[src/rtl/fetch_queue.sv]
// Fetch-to-decode instruction queue: circular buffer of {pc, inst}, multi-lane push/pop, one-cycle flush.
// Optional same-cycle bypass of pushes into an empty queue when FETCHQ_BYPASS_EN is defined.
`ifndef AddrWidth
`define AddrWidth 32
`endif
`ifndef InstWidth
`define InstWidth 32
`endif

module fetch_queue #(
    parameter int ADDR        = `AddrWidth,
    parameter int INST        = `InstWidth,
    parameter int FETCH_WIDTH = 2,
    parameter int DEC_WIDTH   = 2,
    parameter int DEPTH       = 8
) (
    input  logic                               clk,
    input  logic                               reset,
    input  logic                               flush_,
    input  logic                               fetch_e_,
    input  logic [$clog2(FETCH_WIDTH+1)-1:0]   fetch_cnt,
    input  logic [ADDR-1:0]                    fetch_pc,
    input  logic [FETCH_WIDTH*INST-1:0]        fetch_inst,
    output logic                               fq_ready_,
    output logic [DEC_WIDTH-1:0]               inst_e_,
    output logic [DEC_WIDTH*ADDR-1:0]          inst_pc,
    output logic [DEC_WIDTH*INST-1:0]          inst,
    input  logic [$clog2(DEC_WIDTH+1)-1:0]     dec_cnt,
    output logic [$clog2(DEPTH+1)-1:0]         fq_count
);
    localparam int PW = $clog2(DEPTH);
    localparam int CW = $clog2(DEPTH+1);

    function automatic int min2(input int a, input int b);
        return (a < b) ? a : b;
    endfunction

    logic [ADDR-1:0] pc_mem   [DEPTH];
    logic [INST-1:0] inst_mem [DEPTH];

    logic [PW-1:0] head_q, head_d, tail_q, tail_d;
    logic [CW-1:0] count_q, count_d;
    logic          bypass;
    int            push_n, pop_n, skip_n, nvalid;

    assign fq_ready_ = (DEPTH - int'(count_q)) < FETCH_WIDTH;
    assign fq_count  = count_q;

    always_comb begin
        push_n = 0;
        if (!fetch_e_ && !fq_ready_ && fetch_cnt != '0)
            push_n = min2(int'(fetch_cnt), FETCH_WIDTH);
        bypass = 1'b0;
`ifdef FETCHQ_BYPASS_EN
        bypass = (count_q == '0) && (push_n > 0) && flush_;
`endif
        nvalid = bypass ? min2(push_n, DEC_WIDTH) : min2(int'(count_q), DEC_WIDTH);
        // Over-consumption is clamped to what is actually presented
        pop_n  = min2(int'(dec_cnt), nvalid);
        // Bypassed lanes consumed this cycle never enter storage
        skip_n = bypass ? pop_n : 0;
        head_d  = head_q + PW'(bypass ? 0 : pop_n);
        tail_d  = tail_q + PW'(push_n - skip_n);
        count_d = count_q + CW'(push_n) - CW'(pop_n);
        if (!flush_) begin
            head_d  = '0;
            tail_d  = '0;
            count_d = '0;
        end
    end

    always_ff @(posedge clk or posedge reset) begin
        if (reset) begin
            head_q  <= '0;
            tail_q  <= '0;
            count_q <= '0;
        end else begin
            head_q  <= head_d;
            tail_q  <= tail_d;
            count_q <= count_d;
        end
    end

    // Storage needs no reset: occupancy alone decides what is visible
    always_ff @(posedge clk) begin
        if (flush_ && !reset) begin
            for (int i = 0; i < FETCH_WIDTH; i++) begin
                if (i >= skip_n && i < push_n) begin
                    pc_mem[tail_q + PW'(i - skip_n)]   <= fetch_pc + ADDR'(4 * i);
                    inst_mem[tail_q + PW'(i - skip_n)] <= fetch_inst[i*INST +: INST];
                end
            end
        end
    end

    always_comb begin
        inst_e_ = '1;
        inst_pc = '0;
        inst    = '0;
        for (int j = 0; j < DEC_WIDTH; j++) begin
            if (j < nvalid) begin
                inst_e_[j] = 1'b0;
                if (bypass) begin
                    inst_pc[j*ADDR +: ADDR] = fetch_pc + ADDR'(4 * j);
                    inst[j*INST +: INST]    = fetch_inst[((j < FETCH_WIDTH) ? j : 0)*INST +: INST];
                end else begin
                    inst_pc[j*ADDR +: ADDR] = pc_mem[head_q + PW'(j)];
                    inst[j*INST +: INST]    = inst_mem[head_q + PW'(j)];
                end
            end
        end
    end

`ifndef SYNTHESIS
    always_ff @(posedge clk) begin
        if (!reset && flush_)
            assert (int'(dec_cnt) <= nvalid)
            else $warning("dec_cnt %0d exceeds %0d valid lanes, clamped", dec_cnt, nvalid);
    end
`endif
endmodule

[config.mk]
export PLATFORM = sky130hd
export DESIGN_NAME = fetch_queue
export DESIGN_NICKNAME = d
export VERILOG_FILES = /design/src/rtl/fetch_queue.sv
export SDC_FILE = /design/constraint.sdc
export NUM_CORES = 1
export LEC_CHECK = 0
export ABC_CLOCK_PERIOD_IN_PS = 15390
export CAP_MARGIN = 40
export CORE_ASPECT_RATIO = 2
export CORE_MARGIN = 8
export CORE_UTILIZATION = 37
export CTS_CLUSTER_DIAMETER = 120
export DETAILED_ROUTE_END_ITERATION = 12
export PLACE_DENSITY = 0.63
export SYNTH_ARGS = -nofsm -noshare
export SYNTH_HDL_FRONTEND = slang
export SYNTH_SLANG_ARGS = --single-unit
[constraint.sdc]
create_clock -name clk -period 15.39 [get_ports clk]
set_input_delay 2.3085 -clock clk [delete_from_list [all_inputs] [get_ports clk]]
set_output_delay 2.3085 -clock clk [all_outputs]
set_load 0.02 [all_outputs]
==> results_dict.tcl <==
set metrics [dict create \
    dp_hpwl_um 68500 \
    place_area_mm2 0.03521 \
    grt-ovfl-total 0 \
    min_path_type "register to register" \
    grt_max_degree 130 \
    min_period_ns 7.050 \
    irDropWorstVdd_mv 0.1365 \
    synth.top_cell.area_share_pct 48.90 \
    critical_path_peak_fanout 98 \
    drt_wl_total_um 109900 \
    io_buffers 238 \
    num_vias 23040 \
    clockBufferDepth 3 \
    cp.arrival_ns 4.74 \
    track_usage_pct 22.61 \
    clkLatencyLatePin_ns 0.62 \
    htree_levels 2 \
    io_pins 239 \
    synth-seq-cells 522 \
    fmax_mhz 141.9 \
    cts_tree "built" \
    ys.warnings.count 0 \
    initial_utilization_pct 37.23 \
    grt_pass1_vias 23610 \
    p_leak_nw 12.85 \
    synth.area.top_cells "edfxtp_1 49%, mux4_2 18%, nand2_1 13%" \
    wire_per_inst_um 27.28 \
    cts.clk_slew.worst_paths_ns 0.07 \
    worst_setup_path_start_kind "register" \
    netlist_area_mm2 0.03144 \
    worstSetupEndpointType "primary output" \
    ys_types 50 \
    synth_enable_flop_cells 512 \
    fp.dieW_um 222.1 \
    postCtsResizedCells 0 \
    report.final.slew_viol_count 0 \
    tightestPinTransition_ns 1.007 \
    setup_violations 0 \
    finalSetupTns_ns 0 \
    seq_area_frac_synth_pct 49.70 \
    design_area_mm2 0.03694 \
    dieHeight_um 428.2 \
    synth_fp_nets 2935 \
    finalNonFillerCells 4027 \
    synth_area_per_cell_um2 11.18 \
    dp.cells 3923 \
    dieArea_mm2 0.09512 \
    layout.nets 3026 \
    max_cap_violations 0 \
    status "finished clean" \
    core_mm2 0.08445 \
    via_per_inst 5.722 \
    cts_hold_buf 0 \
    antenna_found_initial 12 \
    yosysTopAreaCell "edfxtp_1" \
    grt_pass1_wl_um 159200 \
    fillCellCount 7654 \
    cp_data_required_time_ns 13.08 \
    postSynth.asyncResetShare_pct 1.916 \
    drtPass1Iterations 6 \
    ant_nets 0 \
    layout-drive-gt1-share_pct 15.52 \
    drc 0 \
    crit_type "register to primary output" \
    cts-buffers-inserted 50 \
    utilization_pct 43.74 \
    hold_violations 0 \
    fin_skew_ns 0.02759 \
    place_congestion 0.8479 \
    p_total_mw 6.192 \
    post_cts_buffers 0 \
    syn_inst 2813 \
    power_density_mw_per_mm2 167.6 \
    maxSlewHeadroom_pct 32.88 \
    drtIter0Drc 1964 \
    cts-root-buf "clkbuf_16" \
    rows 151 \
    synth_ff_type "edfxtp_1" \
    syn2layout_area_growth_pct 17.48 \
    rsz0062_at_grt "no" \
    cts.sinks 522 \
    fin_crit_sh_pct 45.81 \
]
==> layer usage <==
metal  routed length [µm]  part of all wire (%)  track usage, %  vias to the layer above
met5                   13                 0.012               0                        -
met3                 9064                   8.3           3.545                      262
met4                 5277                   4.8           11.07                        2
met1                38340                    35           25.73                    11520
met2                57160                    52           40.78                     1227
li1                     -                     -               -                    10030
==> kinds of logic after synthesis <==
| family | share of synthesized area (%) |
|---|---|
| XOR/XNOR | 6.101 |
| AO/OA/AOI/OAI | 1.815 |
| multiplexers | 20.41 |
| flip-flops | 49.70 |
| adder cells (fa/ha/maj) | 0.8119 |
| buffers and inverters | 3.924 |
| AND/OR/NAND/NOR | 17.24 |
==> flip-flops by register name, summed over array words and instances (netlist names) <==
| name | count |
|---|---|
| fq_count | 4 |
| head_q | 3 |
| inst_mem | 256 |
| pc_mem | 256 |
| tail_q | 3 |
==> layout by cell type (no fill, tap or decap), types with 11 or more instances in the layout <==
cell type / synthesis / final
clkbuf_16: 0 / 51
nand2_1: 1064 / 1064
mux4_2: 256 / 256
xor2_1: 86 / 85
o21ai_0: 33 / 27
nand3_1: 20 / 12
diode_2: 0 / 11
buf_16: 0 / 13
clkdlybuf4s50_1: 0 / 238
nor3_1: 12 / 12
nand4_1: 13 / 13
xnor2_1: 133 / 132
and2_1: 12 / 12
nor2_1: 163 / 162
buf_4: 8 / 41
edfxtp_1: 512 / 512
a21oi_1: 68 / 68
inv_1: 17 / 16
ha_1: 14 / 13
mux2i_1: 64 / 64
==> critical path, stage by stage (launching register included) <==
cell and delay, ns:
dfrtp_4 0.70, ha_4 0.78, buf_12 0.61, mux4_2 0.37, nand2_1 0.05, a21oi_1 0.56
clkdlybuf4s50_1 0.73
==> Yosys cell counts, types with 13 or more instances <==
| cell | number |
|---|---|
| ha_1 | 14 |
| nand4_1 | 13 |
| nand2_1 | 1064 |
| buf_1 | 67 |
| mux2i_1 | 64 |
| mux4_2 | 256 |
| edfxtp_1 | 512 |
| clkbuf_1 | 104 |
| nand3_1 | 20 |
| xor2_1 | 86 |
| inv_1 | 17 |
| nor2_1 | 163 |
| o21ai_0 | 33 |
| a21oi_1 | 68 |
| buf_2 | 90 |
| xnor2_1 | 133 |
==> power breakdown <==
part | internal, mW | switching, mW | total (mW)
clock | 0.732 | 0.579 | 1.31
sequential | 1.60 | 0.0625 | 1.67
combinational | 1.41 | 1.80 | 3.21
==> final timing paths <==
kind	from	end	slack, ns	cells past startpoint
max	head_q[0]	inst_pc[61]	8.34	6
min	tail_q[0]	tail_q[0]	0.78	2
max reg2reg	fq_count[0]	inst_mem[0][0]	10.55	10
min reg2reg	tail_q[0]	tail_q[0]	0.78	2
max in group asynchronous	reset	head_q[2]	12.66	2
min in group asynchronous	reset	head_q[0]	2.21	2
==> per-stage QoR <==
| step | worst slack, ns | hold slack [ns] |
|---|---|---|
| global placement | 8.515 | 0.7632 |
| detailed placement | 8.810 | 0.7576 |
| floorplan | 6.884 | 0.6073 |
| CTS | 8.227 | 0.7764 |
| global route | 8.173 | 0.8287 |
| finish | 8.340 | 0.7810 |
==> area by class of cell <==
class,instances,area [µm²],share of cell area (%)
Clock inverter,31,339.1,0.9180
Tap cell,1071,1340,3.628
Timing Repair Buffer,310,3334,9.028
Inverter,19,72.57,0.1965
Sequential cell,522,15640,42.33
Antenna cell,11,27.53,0.07453
Clock buffer,62,1358,3.675
Multi-Input combinational cell,2001,14830,40.15
Note: power is estimated with default switching activity, not from simulation.
